==> src/rtl/program_loader_if.sv <==
// Stream port of the boot loader: length-prefixed instruction words.
// Latency: none, pure wiring bundle.
// Backpressure: sink drives in_ready, source holds in_valid/in_data until taken.
interface program_loader_if #(
  parameter int INSTR_W = 9
) ();
  logic               in_valid;
  logic [INSTR_W-1:0] in_data;
  logic               in_ready;

  modport master (output in_valid, output in_data, input in_ready);
  modport slave  (input in_valid, input in_data, output in_ready);
endinterface

==> src/rtl/program_loader.sv <==
// Boot loader: takes a length word N then N instructions, writes imem from 0, then releases the core.
// Latency: one cycle from accepted beat to imem write; core released RELEASE_DELAY cycles after last write.
// Backpressure: in_ready is high only while awaiting length or loading; it never depends on in_valid.
module program_loader #(
  parameter int INSTR_W       = 9,
  parameter int ADDR_W        = 8,
  parameter int DEPTH         = 256,
  parameter int RELEASE_DELAY = 2
) (
  input  logic                clk,
  input  logic                reset,
  program_loader_if.slave     strm,
  input  logic                load_req,
  output logic                imem_we,
  output logic [ADDR_W-1:0]   imem_addr,
  output logic [INSTR_W-1:0]  imem_wdata,
  output logic                cpu_reset,
  output logic                done,
  output logic                err
);

  // Wide enough to compare the length word against DEPTH and counter+1 without overflow.
  localparam int LW = INSTR_W + ADDR_W + 1;
  localparam int DW = (RELEASE_DELAY > 1) ? $clog2(RELEASE_DELAY) : 1;

  typedef enum logic [2:0] {
    stLen,
    stLoad,
    stHold,
    stRun,
    stError
  } stateT;

  stateT              state, stateNxt;
  logic [ADDR_W-1:0]  wordCnt, wordCntNxt;
  logic [INSTR_W-1:0] lenN, lenNNxt;
  logic [DW-1:0]      delayCnt, delayCntNxt;
  logic               weNxt;
  logic [ADDR_W-1:0]  addrNxt;
  logic [INSTR_W-1:0] wdataNxt;
  logic               cpuResetNxt, doneNxt, errNxt;
  logic               inReady, beat, lastWord, badLen;

  // Ready is a pure function of the registered state.
  assign inReady       = (state == stLen) || (state == stLoad);
  assign strm.in_ready = inReady;
  assign beat          = strm.in_valid & inReady;
  assign lastWord      = ((LW'(wordCnt) + LW'(1)) == LW'(lenN));
  assign badLen        = (strm.in_data == '0) || (LW'(strm.in_data) > LW'(DEPTH));

  // Registered state and all outputs, so nothing downstream sees a glitch.
  always_ff @(posedge clk or posedge reset) begin
    if (reset) begin
      state      <= stLen;
      wordCnt    <= '0;
      lenN       <= '0;
      delayCnt   <= '0;
      imem_we    <= 1'b0;
      imem_addr  <= '0;
      imem_wdata <= '0;
      cpu_reset  <= 1'b1;
      done       <= 1'b0;
      err        <= 1'b0;
    end else begin
      state      <= stateNxt;
      wordCnt    <= wordCntNxt;
      lenN       <= lenNNxt;
      delayCnt   <= delayCntNxt;
      imem_we    <= weNxt;
      imem_addr  <= addrNxt;
      imem_wdata <= wdataNxt;
      cpu_reset  <= cpuResetNxt;
      done       <= doneNxt;
      err        <= errNxt;
    end
  end

  // Next-state and next-output decode; write strobe defaults low, address/data hold.
  always_comb begin
    stateNxt    = state;
    wordCntNxt  = wordCnt;
    lenNNxt     = lenN;
    delayCntNxt = delayCnt;
    weNxt       = 1'b0;
    addrNxt     = imem_addr;
    wdataNxt    = imem_wdata;
    cpuResetNxt = cpu_reset;
    doneNxt     = done;
    errNxt      = err;
    case (state)
      stLen: begin
        if (beat) begin
          lenNNxt    = strm.in_data;
          wordCntNxt = '0;
          if (badLen) begin
            stateNxt = stError;
            errNxt   = 1'b1;
          end else begin
            stateNxt = stLoad;
          end
        end
      end
      stLoad: begin
        if (beat) begin
          weNxt      = 1'b1;
          addrNxt    = wordCnt;
          wdataNxt   = strm.in_data;
          wordCntNxt = wordCnt + ADDR_W'(1);
          if (lastWord) begin
            stateNxt    = stHold;
            delayCntNxt = '0;
          end
        end
      end
      stHold: begin
        // The final write pulse occupies the first HOLD cycle; release lands RELEASE_DELAY cycles after it.
        if (delayCnt == DW'(RELEASE_DELAY - 1)) begin
          stateNxt    = stRun;
          cpuResetNxt = 1'b0;
          doneNxt     = 1'b1;
        end else begin
          delayCntNxt = delayCnt + DW'(1);
        end
      end
      stRun: begin
        if (load_req) begin
          stateNxt    = stLen;
          cpuResetNxt = 1'b1;
          doneNxt     = 1'b0;
        end
      end
      stError: begin
        if (load_req) begin
          stateNxt = stLen;
          errNxt   = 1'b0;
        end
      end
      default: begin
        stateNxt = stLen;
      end
    endcase
  end

endmodule

==> src/flat_wrapper.sv <==
// flat-port wrapper written by rule: the top's interface ports become plain ports
module program_loader_flat 
#(
  parameter int INSTR_W       = 9,
  parameter int ADDR_W        = 8,
  parameter int DEPTH         = 256,
  parameter int RELEASE_DELAY = 2
)
  (clk, reset, load_req, imem_we, imem_addr, imem_wdata, cpu_reset, done, err, strm_in_valid, strm_in_data, strm_in_ready);
  program_loader_if #(.INSTR_W(INSTR_W)) strm_i ();
  input  logic clk;
  input  logic reset;
  input  logic load_req;
  output logic imem_we;
  output logic [ADDR_W-1:0] imem_addr;
  output logic [INSTR_W-1:0] imem_wdata;
  output logic cpu_reset;
  output logic done;
  output logic err;
  input wire logic [$bits(strm_i.in_valid)-1:0] strm_in_valid;
  input wire logic [$bits(strm_i.in_data)-1:0] strm_in_data;
  output wire logic [$bits(strm_i.in_ready)-1:0] strm_in_ready;
  assign strm_i.in_valid = strm_in_valid;
  assign strm_i.in_data = strm_in_data;
  assign strm_in_ready = strm_i.in_ready;
  program_loader #(.INSTR_W(INSTR_W), .ADDR_W(ADDR_W), .DEPTH(DEPTH), .RELEASE_DELAY(RELEASE_DELAY)) u_core (.clk(clk), .reset(reset), .strm(strm_i), .load_req(load_req), .imem_we(imem_we), .imem_addr(imem_addr), .imem_wdata(imem_wdata), .cpu_reset(cpu_reset), .done(done), .err(err));
endmodule
==> config.mk <==
export PLATFORM = sky130hd
export DESIGN_NAME = program_loader_flat
export DESIGN_NICKNAME = d
export VERILOG_FILES = /design/src/rtl/program_loader_if.sv /design/src/rtl/program_loader.sv /design/src/flat_wrapper.sv
export SDC_FILE = /design/constraint.sdc
export NUM_CORES = 1
export LEC_CHECK = 0
export BUFFER_PORTS_ARGS = -buffer_cell sky130_fd_sc_hd__buf_2
export CORE_ASPECT_RATIO = 0.9
export CORE_MARGIN = 10
export CORE_UTILIZATION = 50
export CTS_CLUSTER_SIZE = 14
export DETAILED_ROUTE_END_ITERATION = 8
export PLACE_DENSITY_LB_ADDON = 0.1
export RECOVER_POWER = 50
export SLEW_MARGIN = 20
export SYNTH_ARGS = -nofsm -noshare
export SYNTH_HDL_FRONTEND = slang
export SYNTH_SLANG_ARGS = --single-unit
==> constraint.sdc <==
create_clock -name clk -period 1.9 [get_ports clk]
set_clock_uncertainty 0.15 [all_clocks]
set_input_delay 0.285 -clock clk [delete_from_list [all_inputs] [get_ports clk]]
set_output_delay 0.285 -clock clk [all_outputs]
set_load 0.03 [all_outputs]
==> results of run 1 <==
Yosys cell counts, drive strengths merged (2+ instances only):
| cell | count | share of area |
|---|---|---|
| o31ai | 6 | 0.022 |
| xnor2 | 4 | 0.017 |
| nor4 | 2 | 0.0061 |
| or3 | 2 | 0.0061 |
| xor2 | 4 | 0.017 |
| nor3 | 3 | 0.0074 |
| nand3 | 4 | 0.016 |
| nor2 | 10 | 0.020 |
| dfrtp | 41 | 0.50 |
| a21oi | 5 | 0.012 |
| nand2 | 68 | 0.13 |
| inv | 6 | 0.011 |
| a31oi | 5 | 0.015 |
| o21ai | 13 | 0.032 |
| a311oi | 2 | 0.0086 |
| mux2 | 8 | 0.044 |
| buf | 4 | 0.012 |
| a21o | 2 | 0.0074 |
| clkbuf | 6 | 0.011 |
| nor2b | 3 | 0.0092 |
| nor3b | 2 | 0.0074 |
| nand4 | 2 | 0.013 |
critical path, cell delays in order (launching register included):
cell and delay [ns]:
dfrtp_2 0.44, ha_4 0.19, and2_4 0.15, or4_1 0.39, a31oi_1 0.14, o22a_2 0.19
a32o_2 0.16
placed cells by master, fill, tap and decap left out, types with 2 or more instances in the layout:
cell | netlist | routed
a21oi_1 | 5 | 5
dfrtp_2 | 0 | 2
o31ai_1 | 6 | 6
xnor2_1 | 4 | 4
a311oi_1 | 2 | 2
nand3_1 | 3 | 3
or3_1 | 2 | 2
buf_2 | 2 | 25
xor2_1 | 4 | 4
inv_2 | 2 | 2
nor4_1 | 2 | 2
a31oi_1 | 5 | 5
nor2_2 | 1 | 2
nor2b_1 | 3 | 2
dfrtp_1 | 41 | 39
a21o_1 | 2 | 2
buf_4 | 2 | 23
o21ai_0 | 12 | 12
mux2_1 | 8 | 8
clkbuf_1 | 6 | 9
inv_1 | 4 | 4
nor3_1 | 3 | 3
nor2_1 | 9 | 8
nand2_1 | 68 | 68
clkbuf_8 | 0 | 6
stage by stage:
stage          utilization  instance area [um2]
3_3_place_gp        0.6321                 2425
5_1_grt             0.6611                 2536
3_5_place_dp        0.6321                 2425
4_1_cts             0.6605                 2534
2_1_floorplan            -                 2057
6_report            0.6611                 2536
power breakdown:
group	switching (mW)	internal, mW
clock network	0.305	0.292
registers	0.284	1.25
logic	1.21	0.788
routing by layer:
layer	up-vias	track usage	part of all wire
li1	864	-	-
met1	824	0.1889	0.48
met2	47	0.2115	0.44
met3	9	0.04339	0.058
met4	0	0.05096	0.016
met5	-	0	0
layout make-up:
type                            instances  area, um2  area share
Sequential cell                        42       1055      0.4159
Multi-Input combinational cell        160      948.4      0.3740
Timing Repair Buffer                   60      357.8      0.1411
Clock buffer                            6      82.58     0.03256
Tap cell                               46      57.56     0.02269
Inverter                                6      22.52    0.008880
Clock inverter                          2      12.51    0.004933
cell families after synthesis:
family	synth area share
simple gates	0.2318
flops	0.5156
compound gates	0.1337
buf+inv	0.03433
fa+ha+maj	0.006130
xor+xnor	0.03433
mux	0.04415
worst max-delay path by stage:
stage	start	endpoint
floorplan	u_core.wordCnt[1]	u_core.state[1]
finish	u_core.wordCnt[0]	u_core.state[1]
CTS	u_core.wordCnt[0]	u_core.state[1]
detailed placement	u_core.wordCnt[0]	u_core.state[1]
global placement	u_core.wordCnt[0]	u_core.state[1]
global route	u_core.wordCnt[0]	u_core.state[1]
repair_timing:
item,4_1_cts,5_1_grt
endpoints found under the hold margin,41,0
hold buffers,1,0
pin swaps,3,7
gates cloned,0,0
resized for setup,1,4
setup endpoints to repair,1,3
state kept, by name (all words and copies together) (netlist names), 3 cells and up:
name               count
u_core.lenN            9
u_core.imem_addr       8
u_core.state           3
u_core.wordCnt         8
u_core.imem_wdata      9
==> summary.txt, run 1 <==
Timing
  • PnR worst setup slack: 0.03622 ns
  • Peak Freq: 0.5365 GHz
  • Worst-margin pin slew: 1.024 ns
  • Setup TNS: 0 ns
  • Fin. max-slew vios: 0
  • Post-route clock period utilization: 0.9809
  • Minimum clock period: 1.864 ns
  • Relative slew slack: 0.3177
  • RSZ-0062 raised after global routing: yes
  • Final setup vio count: 0
  • Hold Fails Final Rpt: 0
  • Hold Slack: 0.05955 ns

Critical path
  • CP Data Required Time: 1.99 ns
  • RR Endpoint: u_core.state[1]
  • Critical Path Fanout Max: 5
  • Arrival time worst endpoint: 1.95 ns
  • Flop-to-flop setup slack: 0.04 ns
  • Worst Reg2Reg Path Length in Cells: 6
  • Crit. End Element: flop
  • R2r startpoint: u_core.wordCnt[0]
  • Crit path kind: flop to flop
  • CP Launch Type: flop

CTS
  • TritonCTS Sinks: 42
  • Worst-Skew Late Latency: 0.30 ns
  • Setup bufs post-CTS: 0
  • Maximum clock path buffer count: 2
  • CTS H-tree depth: 2
  • CTS tree: built
  • Clk pin slew, worst setup/hold paths: 0.08 ns
  • Num CTS Buffers: 5
  • Root Driver: clkbuf_8

Final layout
  • FILL cells: 336
  • Finished Layout Cells: 322
  • Final nets: 289
  • ANT cells: 0
  • Layout cell share with drive strength beyond 1: 0.2645
  • Area growth syn-to-layout: 24.28%

Drt
  • Vias/cell: 5.416
  • Post-DR wirelength/cell: 14.80 um
  • Total Wirelength: 4.767 mm
  • 1st-iter DRT viols: 101
  • Antenna-violating nets left: 0
  • Via count: 1744
  • Drt drc: 0
  • Drt first pass iters: 4

Place
  • DP HPWL: 3.617 mm
  • Final GP Congestion: 0.8842
  • PortBufs: 34
  • Place WS: 0.009170 ns
  • Placed cells: 313

Power
  • Peak VDD IR: 0.8405 mV
  • Pwr Density: 1630 nW/um2
  • Static leakage: 1.209 nW
  • Total Power: 4.135 mW

Floorplanning
  • Row cnt: 21
  • Initial Util: 0.5320
  • Die Area: 7040 um2
  • Ports: 35
  • Die Width: 87.34 um
  • Area of the core: 3836 um2
  • Die Y-Extent: 80.61 um

Yosys
  • Sequential fraction of the synthesis area: 0.5156
  • Post-Synthesis Cells: 218
  • Syn avg cell area: 9.361 um2
  • Yosys reg bits: 42
  • Net Count, Synth: 232
  • Synth async-reset ratio: 1.000
  • Netlist cell types: 44
  • Commonest register cell after synthesis: dfrtp_1
  • Post-Syn Area: 2041 um2
  • Syn. warnings: 0
  • Number of flops mapped to enable cells by yosys: 0

Hold path
  • HP Class: input pin to flop
  • Worst hold endpoint: u_core.imem_wdata[1]
  • Hold path cells: 3
  • Hold_sp: strm_in_data[1]

Job
  • Max Cap Violations: 0

Global route
  • First-pass GRT wire length: 8.100 mm
  • Total track usage: 0.1420
  • Number of global-route vias before repair: 1738
  • Initial antenna violation count: 0
  • Grt ovf: 0
  • Maximum number of pins on one net before global-route repair: 43

Outcome
  • Outcome: finished clean
Power figures use the tool's default switching activity.
==> run 2, diff against run 1 <==
--- a/config.mk
+++ b/config.mk
@@ -6,7 +6,6 @@
 export NUM_CORES = 1
 export LEC_CHECK = 0
 export BUFFER_PORTS_ARGS = -buffer_cell sky130_fd_sc_hd__buf_2
-export CORE_ASPECT_RATIO = 0.9
 export CORE_MARGIN = 10
 export CORE_UTILIZATION = 50
 export CTS_CLUSTER_SIZE = 14
==> summary.txt, run 2 (synthesized netlist as in run 1, its figures left out) <==
Critical path
  • Critical Path Fanout Max: 6 (was 5)
  • CP max-delay cell: dfrtp_2 (unchanged)
  • Crit path kind: flop to flop (unchanged)
  • CP Data Required Time: 1.91 ns (was 1.99 ns)
  • Crit-path cells: ha_4 -> and2_4 -> or4_1 -> a31oi_1 -> o22a_2 -> a311oi_2 (was ha_4 -> and2_4 -> or4_1 -> a31oi_1 -> o22a_2 -> a32o_2)
  • Crit. End Element: flop (unchanged)
  • Worst Reg2Reg Path Length in Cells: 6 (unchanged)
  • CP max stage delay: 0.44 ns (about the same)
  • CP Launch Type: flop (unchanged)
  • Arrival time worst endpoint: 1.87 ns (was 1.95 ns)

Final layout
  • Post-layout util: 0.6585 (was 0.6611)
  • Biggest regs: u_core.imem_wdata: 9 flops, u_core.lenN: 9 flops (unchanged)
  • Final Cell Area: 2615 um2 (was 2536 um2)
  • FILL cells: 343 (was 336)
  • Layout cell share with drive strength beyond 1: 0.2645 (unchanged)
  • ANT cells: 0 (unchanged)
  • Area growth syn-to-layout: 28.14% (was 24.28%)
  • Most frequent cells in the layout: 68 x nand2_1, 38 x dfrtp_1, 23 x buf_4, 22 x buf_2 (was 68 x nand2_1, 39 x dfrtp_1, 25 x buf_2, 23 x buf_4, 12 x o21ai_0)
  • Final nets: 289 (unchanged)
  • Commonest non-fill, non-tap cell in the layout: nand2_1 (unchanged)

Timing
  • PnR worst setup slack: 0.04008 ns (was 0.03622 ns)
  • Worst-margin pin slew: 0.5359 ns (was 1.024 ns)
  • Post-route clock period utilization: 0.9789 (was 0.9809)
  • Minimum clock period: 1.860 ns (was 1.864 ns)
  • Hold Fails Final Rpt: 0 (unchanged)
  • Peak Freq: 0.5377 GHz (was 0.5365 GHz)
  • RSZ-0062 raised after global routing: yes (unchanged)
  • Relative slew slack: 0.6428 (was 0.3177)
  • Fin. max-slew vios: 0 (unchanged)
  • Final setup vio count: 0 (unchanged)

Power
  • Sw frac: 0.4085 (was 0.4359)
  • Pwr Density: 1697 nW/um2 (was 1630 nW/um2)
  • Clock Power Share: 0.197 (was 0.144)
  • Total Power: 4.439 mW (was 4.135 mW)
  • P_sw: 1.813 mW (was 1.803 mW)
  • Pint: 2.625 mW (was 2.332 mW)
  • Combinational share of power: 0.457 (was 0.484)
  • Sequential power share: 0.346 (was 0.372)
  • Static leakage: 1.227 nW (was 1.209 nW)
  • Peak VDD IR: 0.8547 mV (was 0.8405 mV)

Place
  • Area of placed instances: 2440 um2 (was 2425 um2)
  • DP HPWL: 3.508 mm (was 3.617 mm)
  • Final GP Congestion: 0.8281 (was 0.8842)
  • PortBufs: 34 (unchanged)
  • Place WS: -0.07220 ns (was 0.009170 ns)

CTS
  • CTS tree: built (unchanged)
  • TritonCTS Sinks: 42 (unchanged)
  • Root Driver: clkbuf_8 (unchanged)
  • Num CTS Buffers: 5 (unchanged)
  • Maximum clock path buffer count: 2 (unchanged)
  • Clk pin slew, worst setup/hold paths: 0.08 ns (about the same)
  • CTS H-tree depth: 2 (unchanged)
  • Worst-Skew Late Latency: 0.30 ns (about the same)

Floorplanning
  • Die Area: 7037 um2 (was 7040 um2)
  • Area of the core: 3971 um2 (was 3836 um2)
  • Die Width: 83.89 um (was 87.34 um)
  • Ports: 35 (unchanged)
  • Die Y-Extent: 83.89 um (was 80.61 um)
  • Initial Util: 0.5139 (was 0.5320)
  • Row cnt: 23 (was 21)

Global route
  • Grt ovf: 0 (unchanged)
  • First-pass GRT wire length: 8.418 mm (was 8.100 mm)
  • Maximum number of pins on one net before global-route repair: 43 (unchanged)
  • Initial antenna violation count: 0 (unchanged)
  • Number of global-route vias before repair: 1789 (was 1738)
  • Total track usage: 0.1433 (was 0.1420)

Drt
  • Drt drc: 0 (unchanged)
  • Antenna-violating nets left: 0 (unchanged)
  • Via count: 1705 (was 1744)
  • Post-DR wirelength/cell: 15.02 um (was 14.80 um)
  • Drt first pass iters: 4 (unchanged)
  • Vias/cell: 5.230 (was 5.416)
  • Total Wirelength: 4.898 mm (was 4.767 mm)
  • 1st-iter DRT viols: 64 (was 101)

Hold path
  • Hold path cells: 3 (unchanged)
  • HP Class: input pin to flop (unchanged)

Job
  • Max Cap Violations: 0 (unchanged)

Outcome
  • Outcome: finished clean (unchanged)
==> run 2: cell count changes in the layout (fill, tap and decap cells not counted), sizes merged <==
cell and change:
bufinv +2, clkinvlp -1, clkinv -1, clkbuf +2
buf -2
==> run 2: metrics by stage <==
step | setup TNS [ns] | std cells | hold WS, ns
3_3_place_gp | -0.06130 | 315 | 0.2964
6_report | 0 | 326 | 0.05986
3_5_place_dp | -0.08111 | 315 | 0.3037
5_1_grt | -0.05759 | 326 | 0.06995
2_1_floorplan | 0 | 218 | 0.2289
4_1_cts | 0 | 326 | 0.05626
==> run 2: power groups by stage <==
stage          Sequential [mW]  Combinational (mW)  Clock [mW]
4_1_cts                   1.53                2.07       0.887
3_5_place_dp              1.54                2.02           0
3_3_place_gp              1.53                1.99           0
6_report                  1.54                2.03       0.875
5_1_grt                   1.59                2.26       0.923
2_1_floorplan             1.85                1.01           0
==> run 2: area by class of cell <==
type,instances,area (um2),share of cell area
inverter,6,22.52,0.008612
sequential,42,1056,0.4038
timing repair buffer,60,377.9,0.1445
tap,50,62.56,0.02392
clock buffer,6,82.58,0.03158
multi-input combinational,160,953.4,0.3646
clock inverter,2,60.06,0.02297
==> run 2: what timing repair did <==
item | 4_1_cts | 5_1_grt
resized for setup | 1 | 6
setup endpoints to repair | 3 | 3
pin swaps | 0 | 6
hold buffers | 1 | 0
setup buffers | 2 | 0
endpoints found under the hold margin | 41 | 0
==> run 2: layer usage <==
metal,track usage,vias to the layer above,wire length [um]
met4,0.04871,0,72
met5,0,-,0
met2,0.2446,30,2467
met3,0.03711,5,188
li1,-,857,-
met1,0.1688,813,2170
==> run 2: final timing paths <==
check | start | to | slack (ns)
worst max-delay path | u_core.wordCnt[0] | u_core.state[0] | 0.04
worst min-delay path | strm_in_data[5] | u_core.imem_wdata[5] | 0.06
worst max register to register | u_core.wordCnt[0] | u_core.state[0] | 0.04
worst min register to register | u_core.imem_wdata[8] | u_core.imem_wdata[8] | 0.32
max in group asynchronous | reset | u_core.wordCnt[3] | 0.69
min in group asynchronous | reset | u_core.imem_wdata[4] | 0.50
==> run 2: critical path: cells and delay by family, from the launching register on <==
family,cells,cell delay [ns]
simple gates,2,0.54
flops,1,0.44
compound gates,3,0.41
fa+ha+maj,1,0.18
